`config.mk`:
```
export PLATFORM = sky130hd
export DESIGN_NAME = alk_shift_seq
export DESIGN_NICKNAME = d
export VERILOG_FILES = /design/src/rtl/alk_shift_seq.sv
export SDC_FILE = /design/constraint.sdc
export NUM_CORES = 1
export LEC_CHECK = 0
export BUFFER_PORTS_ARGS = -buffer_cell sky130_fd_sc_hd__buf_2
export CORE_MARGIN = 2
export CORE_UTILIZATION = 35
export CTS_CLUSTER_DIAMETER = 100
export DETAILED_ROUTE_END_ITERATION = 12
export GPL_TIMING_DRIVEN = 0
export PLACE_DENSITY = 0.72
export SLEW_MARGIN = 20
export SYNTH_ARGS = -nofsm -noshare
export SYNTH_HDL_FRONTEND = slang
export SYNTH_SLANG_ARGS = --single-unit
```
`constraint.sdc`:
```
create_clock -name clk_h -period 1.5 [get_ports clk_h]
set_input_delay 0.075 -clock clk_h [delete_from_list [all_inputs] [get_ports clk_h]]
set_output_delay 0.075 -clock clk_h [all_outputs]
set_load 0.02 [all_outputs]
```
`src/rtl/alk_shift_seq.sv`:
```
// Multi-cycle barrel-less shifter: loads an operand, then shifts one bit per clock
// in the latched direction and fill mode until the count runs out or an abort arrives.
module alk_shift_seq #(
  parameter int WIDTH = 32,
  parameter int CNT_W = 5
) (
  input  logic             clk_h,
  input  logic             reset_h,
  input  logic             start_h,
  input  logic             abort_h,
  input  logic             dir_shr_h,
  input  logic [1:0]       mode,
  input  logic [CNT_W-1:0] count,
  input  logic [WIDTH-1:0] din,
  input  logic             sio_in_l,
  output logic [WIDTH-1:0] dout,
  output logic             sout_h,
  output logic             sio_out_h,
  output logic             busy_h,
  output logic             done_h
);

  typedef enum logic {
    IDLE  = 1'b0,
    SHIFT = 1'b1
  } state_t;

  typedef enum logic [1:0] {
    FILL_LOGIC  = 2'b00,
    FILL_ARITH  = 2'b01,
    FILL_ROTATE = 2'b10,
    FILL_EXT    = 2'b11
  } fill_mode_t;

  state_t           state;
  fill_mode_t       mode_q;
  logic             dir_q;
  logic [CNT_W-1:0] cnt;

  logic             out_bit;
  logic             fill_bit;
  logic [WIDTH-1:0] shifted;
  logic             stepping;

  // NOTE: every signal gets a default before the case so no latch is inferred.
  always_comb begin
    out_bit  = dir_q ? dout[0] : dout[WIDTH-1];
    fill_bit = 1'b0;
    case (mode_q)
      FILL_LOGIC:  fill_bit = 1'b0;
      FILL_ARITH:  fill_bit = dir_q ? dout[WIDTH-1] : 1'b0;
      FILL_ROTATE: fill_bit = out_bit;
      FILL_EXT:    fill_bit = ~sio_in_l;
      default:     fill_bit = 1'b0;
    endcase
    shifted = dir_q ? {fill_bit, dout[WIDTH-1:1]} : {dout[WIDTH-2:0], fill_bit};
  end

  assign stepping = (state == SHIFT) && (cnt != '0);

  // Reset is synchronous, so the pad output is gated directly while it is held.
  assign sio_out_h = (!reset_h && stepping) ? out_bit : 1'b0;

  // NOTE: all state is updated with non-blocking assignments so every register
  // sees the pre-edge values of its neighbours.
  always_ff @(posedge clk_h) begin
    if (reset_h) begin
      state  <= IDLE;
      mode_q <= FILL_LOGIC;
      dir_q  <= 1'b0;
      cnt    <= '0;
      dout   <= '0;
      sout_h <= 1'b0;
      busy_h <= 1'b0;
      done_h <= 1'b0;
    end else begin
      done_h <= 1'b0;
      case (state)
        IDLE: begin
          if (start_h) begin
            state  <= SHIFT;
            dout   <= din;
            cnt    <= count;
            sout_h <= 1'b0;
            dir_q  <= dir_shr_h;
            mode_q <= fill_mode_t'(mode);
            busy_h <= 1'b1;
          end
        end
        SHIFT: begin
          if (abort_h) begin
            // Partial result stays visible; no completion pulse.
            state  <= IDLE;
            cnt    <= '0;
            busy_h <= 1'b0;
          end else if (cnt != '0) begin
            dout   <= shifted;
            sout_h <= out_bit;
            cnt    <= cnt - CNT_W'(1);
          end else begin
            state  <= IDLE;
            busy_h <= 1'b0;
            done_h <= 1'b1;
          end
        end
        default: begin
          state  <= IDLE;
          busy_h <= 1'b0;
        end
      endcase
    end
  end

endmodule

```
After elaboration in Yosys (flattened, before gate mapping)
Cells that the tools add are included.
- register bits: 44
- input port bits: 45
- output and inout port bits: 36
- logic and storage cells: 55
- $add $sub $neg: 1
- eq/ne operators: 8
- mux-type cells: 26
- bitwise logic cells: 2
- reduce and logical (&&, ||, !) cells: 10
- operators with widths (cell ; number):
    2-to-1 mux 32 bit ; 4
    one-hot mux 32 bit (2 select lines) ; 1
    2-to-1 mux 5 bit ; 3
    2-to-1 mux 1 bit ; 13
    one-hot mux 5 bit (2 select lines) ; 1
    one-hot mux 1 bit (2 select lines) ; 3
    AND reduction 2 bit ; 3
    nonzero test 5 bit ; 1
    subtractor 5 x 1 -> 5 bit (second input constant) ; 1
    equality test 2 bit (second input constant) ; 2
    inequality test 2 bit (second input constant) ; 2
    one-hot mux 1 bit (4 select lines) ; 1
    inequality test 3 x 2 -> 1 bit (second input constant) ; 1
    inequality test 3 bit (second input constant) ; 1
    AND reduction 3 bit ; 1
    OR reduction 3 bit ; 1
    equality test 2 x 1 -> 1 bit (second input constant) ; 1
    logical AND 1 bit ; 2
    logical NOT 2 bit ; 1
    inequality test 2 x 1 -> 1 bit (second input constant) ; 1
    NOT 1 bit ; 2
    logical NOT 1 bit ; 1

Depth between registers and ports, before layout
Gate-level depths: netlist (run 1).
- word-level depth: 6
- mapped depth: 7
- depth with buffers taken out: 6

Worst setup path after synthesis (run 1)
No wires, ideal clock.
- kind: register -> register
- start point: register cnt[0]
- end point: register sout_h
- setup time: 0.064 ns
- arrival: 1.737 ns
- required time: 1.436 ns
- slack: -0.302 ns
- cell stages (with the launch flop): 6
- buffers on the path: 0
- period minus slack after synthesis: 1.802 ns
- cells stage by stage: dfxtp_1 -> inv_1 -> ha_1 -> nor4b_2 -> nor4_1 -> a32o_1
- word-level cells in the longest chain between the ends: 3
- RTL lines (element ; RTL line ; RTL):
    from (decl) ; 38 ; logic [CNT_W-1:0] cnt;
    from (signal assigned) ; 83 ; cnt <= count;
    from (signal assigned) ; 99 ; cnt <= cnt - CNT_W'(1);
    nonzero test 5 bit ; 96 ; end else if (cnt != '0) begin
    inequality test 2 x 1 -> 1 bit (no line) ; n/a ;
    AND reduction 3 bit (no line) ; n/a ;
    to (signal assigned) ; 98 ; sout_h <= out_bit;
    to (decl) ; 17 ; output logic sout_h,
Every way passes these cells.
A chain may end at the register's enable or synchronous reset.

Worst setup path after layout (run 1)
- start point: register cnt[0]
- end point: register dout[21]
- word-level cells in the longest chain between the ends: 3
- RTL lines (element ; RTL line ; RTL):
    nonzero test 5 bit ; 96 ;
    inequality test 2 x 1 -> 1 bit (no line) ; n/a ;
    AND reduction 3 bit (no line) ; n/a ;
    to (signal assigned) ; 82 ; dout <= din;
    to (signal assigned) ; 97 ; dout <= shifted;
    to (decl) ; 16 ; output logic [WIDTH-1:0] dout,
Every way passes these cells.

==> out/metrics.csv, run 1 <==
metric,value,unit
synthArstFlopShare,0,%
r2r_end,dout[21],
syn_nets,338,
grt_pass1_vias,2342,
post-route-period-util,119,%
synth_cells,292,
drive_gt1_share,38.8,%
netlist_area,2330,µm²
antennaDiodeCount,0,
hp-start,count[4],
critPathRequiredTime,1.72,ns
ys_ff_latch,44,
num_vias,2501,
power_leakage,0.00129,µW
cts_root_buffer,clkbuf_8,
die_x,85.5,µm
die_height,85.5,µm
cts_tree,built,
yosys.area.top_type,dfxtp_1,
grt.total_usage,18.3,%
synth_common_cells,"nand2_1, a21oi_1, dfxtp_1, mux2i_1, o211ai_1",
firstDrtPassIters,4,
r2r_cells,8,
wirelength,7050,µm
violations,setup timing,
fmax,560,MHz
nets,435,
yosys-top-cells-area,"dfxtp_1, mux2i_1, nand2_1",
initial_core_util,36.4,%
cts_inserted_buffers,5,
r2r_slack,-0.29,ns
cts.clk_slew.worst_paths,0.08,ns
yosysTopAreaCellShare,37.8,%
drc,0,
synth-edff-count,0,
gr-total-overflow,0,
seq_area_frac_synth,37.8,%
timing.final.max_slew_violations,0,
dieArea,7320,µm²
syn_to_final_growth,37.2,%
rr_startpoint,cnt[0],
core,6390,µm²
yosysMostFrequentCell,nand2_1,
postPlaceCellArea,2840,µm²
rsz0062_at_grt,true,
rows,29,
worstHoldPathType,input port to flop,
ioPinCount,81,
worstSetupPathType,flop to flop,
cp-start-kind,flop,
clock_sinks,44,
worstSkewPairLatency,0.30,ns
dp_worst_setup_slack,-0.366,ns
portBuffers,79,
clock_skew,0.00300,ns
clockBufferDepth,2,
setup_viol,36,
fin_area,3190,µm²
p_per_area,945,nW/µm²
crit_arrival,2.01,ns
holdWs,0.0199,ns
setup_ws,-0.286,ns
vias_per_cell,5.37,
grt_max_degree,13,
avgRoutedWirePerCell,15.1,µm
ys_types,29,
cap_violations,0,
yosys_warnings,0,
worstHoldPathCells,3,
grt_pass1_wl,11000,µm
tightest_slew,0.593,ns
cp_max_fo,8,
holdPathEnd,cnt[4],
relSlewSlack,60.5,%
fin_crit,1.79,ns
antenna_found_initial,0,
status,"complete, but fails checks",
ant_nets,0,
irDropWorstVdd,0.364,mV
h-tree-depth,2,
synthFlopType,dfxtp_1,
gp_congestion,0.880,
hold_viol,0,
drtIter0Drc,102,
avgSynthCellArea,7.97,µm²
end_kind,flop,
dp_hpwl,4960,µm
[flip-flops by register name, summed over array words and instances (netlist names)]
register	cells
dir_q	1
mode_q	2
done_h	1
sout_h	1
cnt	5
state	1
dout	32
busy_h	1
[cell type report]
type / instances / area, µm²
sequential: 44 / 882
inverter: 6 / 22.5
tap: 77 / 96.3
timing repair buffer: 91 / 523
clock buffer: 6 / 72.6
clock inverter: 1 / 5.00
multi-input combinational: 218 / 1450
buffer: 23 / 145
fill: 656 / 3190
[timing repair]
| item | in CTS | in global routing |
|---|---|---|
| setup buffers | 5 | 4 |
| hold buffers | 0 | 0 |
| gates cloned | 2 | 1 |
| pin swaps | 3 | 6 |
| resized for setup | 16 | 37 |
| endpoints found under the setup margin | 40 | 40 |
[critical path, stage by stage, from the launching register on]
cell and delay (ns):
dfxtp_1 0.32, inv_2 0.07, ha_4 0.15, or4b_4 0.50, a21oi_4 0.16, buf_12 0.16
clkbuf_16 0.15, nand2_1 0.06, a21oi_1 0.13
[per-layer routing]
metal	share of wire (%)	wire (µm)	up-vias	global-route usage [%]
li1	-	-	1231	-
met1	44	3090	1185	24.6
met3	6.8	481	10	4.81
met4	1.5	103	0	6.06
met2	48	3370	75	28.7
met5	0	0	-	0
[placed cells by master, fill, tap and decap left out, drive strengths merged, types with 2 or more instances in the layout]
master,n
a211oi,3
a21oi,45
a32o,2
buf,102
clkbuf,18
dfxtp,44
inv,6
mux2i,31
nand2,72
nand2b,2
nor2,11
nor2b,3
o211ai,31
o21ai,6
o22ai,2
[metrics by stage]
| stage | cells | setup TNS (ns) | utilization [%] | total power, µW |
|---|---|---|---|---|
| final | 466 | -7.91 | 50.0 | 3020 |
| after global routing | 466 | -11.11 | 50.0 | 3180 |
| after CTS | 462 | -6.96 | 47.4 | 2950 |
| after detailed placement | 448 | -12.21 | 44.4 | 2170 |
| after global placement | 448 | -11.50 | 44.4 | 2150 |
| after floorplan | 292 | -3.35 | - | 1900 |
[worst max-delay path by stage]
| stage | start | endpoint | slack (ns) | cells past startpoint |
|---|---|---|---|---|
| floorplan | cnt[1] | dout[0] | -0.11 | 7 |
| global placement | cnt[1] | dout[28] | -0.34 | 7 |
| detailed placement | cnt[0] | dout[2] | -0.37 | 7 |
| CTS | cnt[0] | dout[2] | -0.23 | 8 |
| global route | cnt[1] | dout[21] | -0.36 | 8 |
| finish | cnt[0] | dout[21] | -0.29 | 8 |
[power breakdown]
part / leakage [µW] / total (µW) / internal [µW] / switching, µW
Sequential: 0.000362 / 1370 / 1270 / 108
Clock: 0.0000410 / 709 / 317 / 392
Combinational: 0.000885 / 934 / 411 / 523
Total: 0.00129 / 3020 / 1990 / 1020
[cell families after synthesis]
family                     share of synthesized area, %
adders and majority gates                         0.538
muxes                                              13.3
buffers and inverters                              6.24
DFF                                                37.8
AOI/OAI and AO/OA                                  25.2
and+or+nand+nor                                    16.8
No activity file was read; power rests on OpenSTA's default activity.
==> run 2: changes to the inputs <==
--- a/config.mk
+++ b/config.mk
@@ -6,12 +6,12 @@
 export NUM_CORES = 1
 export LEC_CHECK = 0
 export BUFFER_PORTS_ARGS = -buffer_cell sky130_fd_sc_hd__buf_2
-export CORE_MARGIN = 2
 export CORE_UTILIZATION = 35
 export CTS_CLUSTER_DIAMETER = 100
 export DETAILED_ROUTE_END_ITERATION = 12
 export GPL_TIMING_DRIVEN = 0
-export PLACE_DENSITY = 0.72
+export MAX_ROUTING_LAYER = met4
+export PLACE_DENSITY = 0.69
 export SLEW_MARGIN = 20
 export SYNTH_ARGS = -nofsm -noshare
 export SYNTH_HDL_FRONTEND = slang
==> constraint.sdc (replaced) <==
create_clock -name clk_h -period 1.7 [get_ports clk_h]
set_input_delay 0.085 -clock clk_h [delete_from_list [all_inputs] [get_ports clk_h]]
set_output_delay 0.085 -clock clk_h [all_outputs]
set_load 0.02 [all_outputs]
==> run 2 against run 1 <==
Effect of this change: the flow still finishes with violations (setup timing); via count hardly changed; cell count grew 0.43%; design area is essentially flat; flip-flop and latch count did not move; wire length up 0.75%; core utilization is essentially flat; register-to-register slack gained 0.20 ns; power decreased by 4.8%; critical endpoint is now dout[18]; largest cell class unchanged.
==> out/metrics.csv, run 2 (synthesis results as in run 1) <==
metric,value,unit,change
cp-start-kind,flop,,unchanged
worstSkewPairLatency,0.31,ns,was 0.30 ns
rsz0062_at_grt,true,,unchanged
grt_pass1_vias,2428,,was 2342
ant_nets,0,,unchanged
status,"complete, but fails checks",,unchanged
relSlewSlack,61.2,%,was 60.5%
core,6390,µm²,unchanged
holdWs,0.0184,ns,was 0.0199 ns
cts.clk_slew.worst_paths,0.10,ns,was 0.08 ns
drive_gt1_share,37.6,%,was 38.8%
antenna_found_initial,0,,unchanged
fin_util,50.0,%,about the same
hold_viol,0,,unchanged
critPathRequiredTime,1.94,ns,was 1.72 ns
cp_max_fo,7,,was 8
irDropWorstVdd,0.459,mV,was 0.364 mV
clock_sinks,44,,unchanged
clock_skew,0.00860,ns,was 0.00300 ns
cts_inserted_buffers,5,,unchanged
largest_register,dout,,unchanged
reg_top3,"dout: 32 flops, cnt: 5 flops, mode_q: 2 flops",,unchanged
post-route-period-util,105,%,was 119%
die_height,83.5,µm,was 85.5 µm
grt_max_degree,16,,was 13
worstSetupPathType,flop to flop,,unchanged
timing.final.max_slew_violations,0,,unchanged
rows,29,,unchanged
portBuffers,79,,unchanged
drc,0,,unchanged
grt_pass1_wl,11600,µm,was 11000 µm
layout_commonest_cell,buf_2,,unchanged
cap_violations,0,,unchanged
cts_root_buffer,clkbuf_8,,unchanged
gp_congestion,0.904,,was 0.880
end_kind,flop,,unchanged
power,2870,µW,was 3020 µW
die_x,83.5,µm,was 85.5 µm
ioPinCount,81,,unchanged
setup_ws,-0.0875,ns,was -0.286 ns
syn_to_final_growth,37.2,%,about the same
cts_tree,built,,unchanged
avgRoutedWirePerCell,15.2,µm,was 15.1 µm
clockBufferDepth,2,,unchanged
cts-hold-fix-buffers,0,,unchanged
antennaDiodeCount,0,,unchanged
num-fill-cells,630,,was 656
final_cell_mix,"buf_2, nand2_1, dfxtp_1",,unchanged
tns,-1.49,ns,was -7.91 ns
gr-total-overflow,0,,unchanged
fin_crit,1.79,ns,about the same
wirelength,7100,µm,was 7050 µm
vias_per_cell,5.34,,was 5.37
fmax,559,MHz,was 560 MHz
dieArea,6980,µm²,was 7320 µm²
tightest_slew,0.582,ns,was 0.593 ns
dp_worst_setup_slack,-0.293,ns,was -0.366 ns
drtIter0Drc,93,,was 102
setup_viol,32,,was 36
worstHoldPathCells,3,,unchanged
worstHoldPathType,input port to flop,,unchanged
largest_reg_flops,32,,unchanged
firstDrtPassIters,4,,unchanged
h-tree-depth,2,,unchanged
violations,setup timing,,unchanged
crit_arrival,2.03,ns,was 2.01 ns
power_leakage,0.00131,µW,was 0.00129 µW
dp_hpwl,4890,µm,was 4960 µm
num_vias,2499,,was 2501
initial_core_util,36.4,%,unchanged
p_per_area,900,nW/µm²,was 945 nW/µm²
grt.total_usage,21.0,%,was 18.3%
r2r_cells,8,,unchanged
nets,436,,was 435
-- run 2: stage by stage --
stage | instance area [µm²] | instances
final | 3190 | 468
after floorplan | 2330 | 292
after CTS | 3060 | 465
after global routing | 3190 | 468
after global placement | 2830 | 448
after detailed placement | 2830 | 448
-- run 2: path summary, 6_finish.rpt --
path | from | end | slack, ns
worst max-delay path | cnt[1] | dout[18] | -0.09
worst min register to register | dout[28] | dout[28] | 0.49
worst max register to register | cnt[1] | dout[18] | -0.09
worst min-delay path | count[4] | cnt[4] | 0.02
-- run 2: power by group --
part / internal (µW) / total (µW) / switching (µW)
logic: 354 / 811 / 456
clock network: 443 / 852 / 408
registers: 1120 / 1210 / 93.5
-- run 2: cell type report --
cell class | instances | area, µm² | share of cell area [%]
clock buffers | 5 | 68.8 | 2.16
plain buffers | 23 | 146 | 4.59
repair buffers | 92 | 505 | 15.8
multi-input cells | 218 | 1420 | 44.6
clock inverters | 3 | 46.3 | 1.45
inverters | 6 | 22.5 | 0.706
well taps | 77 | 96.3 | 3.02
flip-flops and latches | 44 | 882 | 27.6
-- run 2: timing repair --
item | CTS | global route
pin swaps | 3 | 10
buffers inserted | 7 | 4
endpoints found under the setup margin | 40 | 38
gates resized for setup | 15 | 39
endpoints found under the hold margin | 0 | 0
cloned | 2 | 0
-- run 2: layer usage --
layer	wire, µm	share of wire [%]	track usage, %	vias up
li1	-	-	-	1228
met1	3300	46	26.7	1184
met2	3280	46	32.9	78
met3	408	5.7	5.54	9
met4	113	1.6	6.32	0
met5	0	0	-	-
-- run 2: worst max-delay path, stage by stage (launching register included) --
cell and delay (ns):
dfxtp_2 0.33, inv_2 0.07, ha_4 0.15, or4b_4 0.50
a21oi_4 0.17, buf_12 0.15, buf_4 0.14, nand2_1 0.07
a21oi_2 0.13
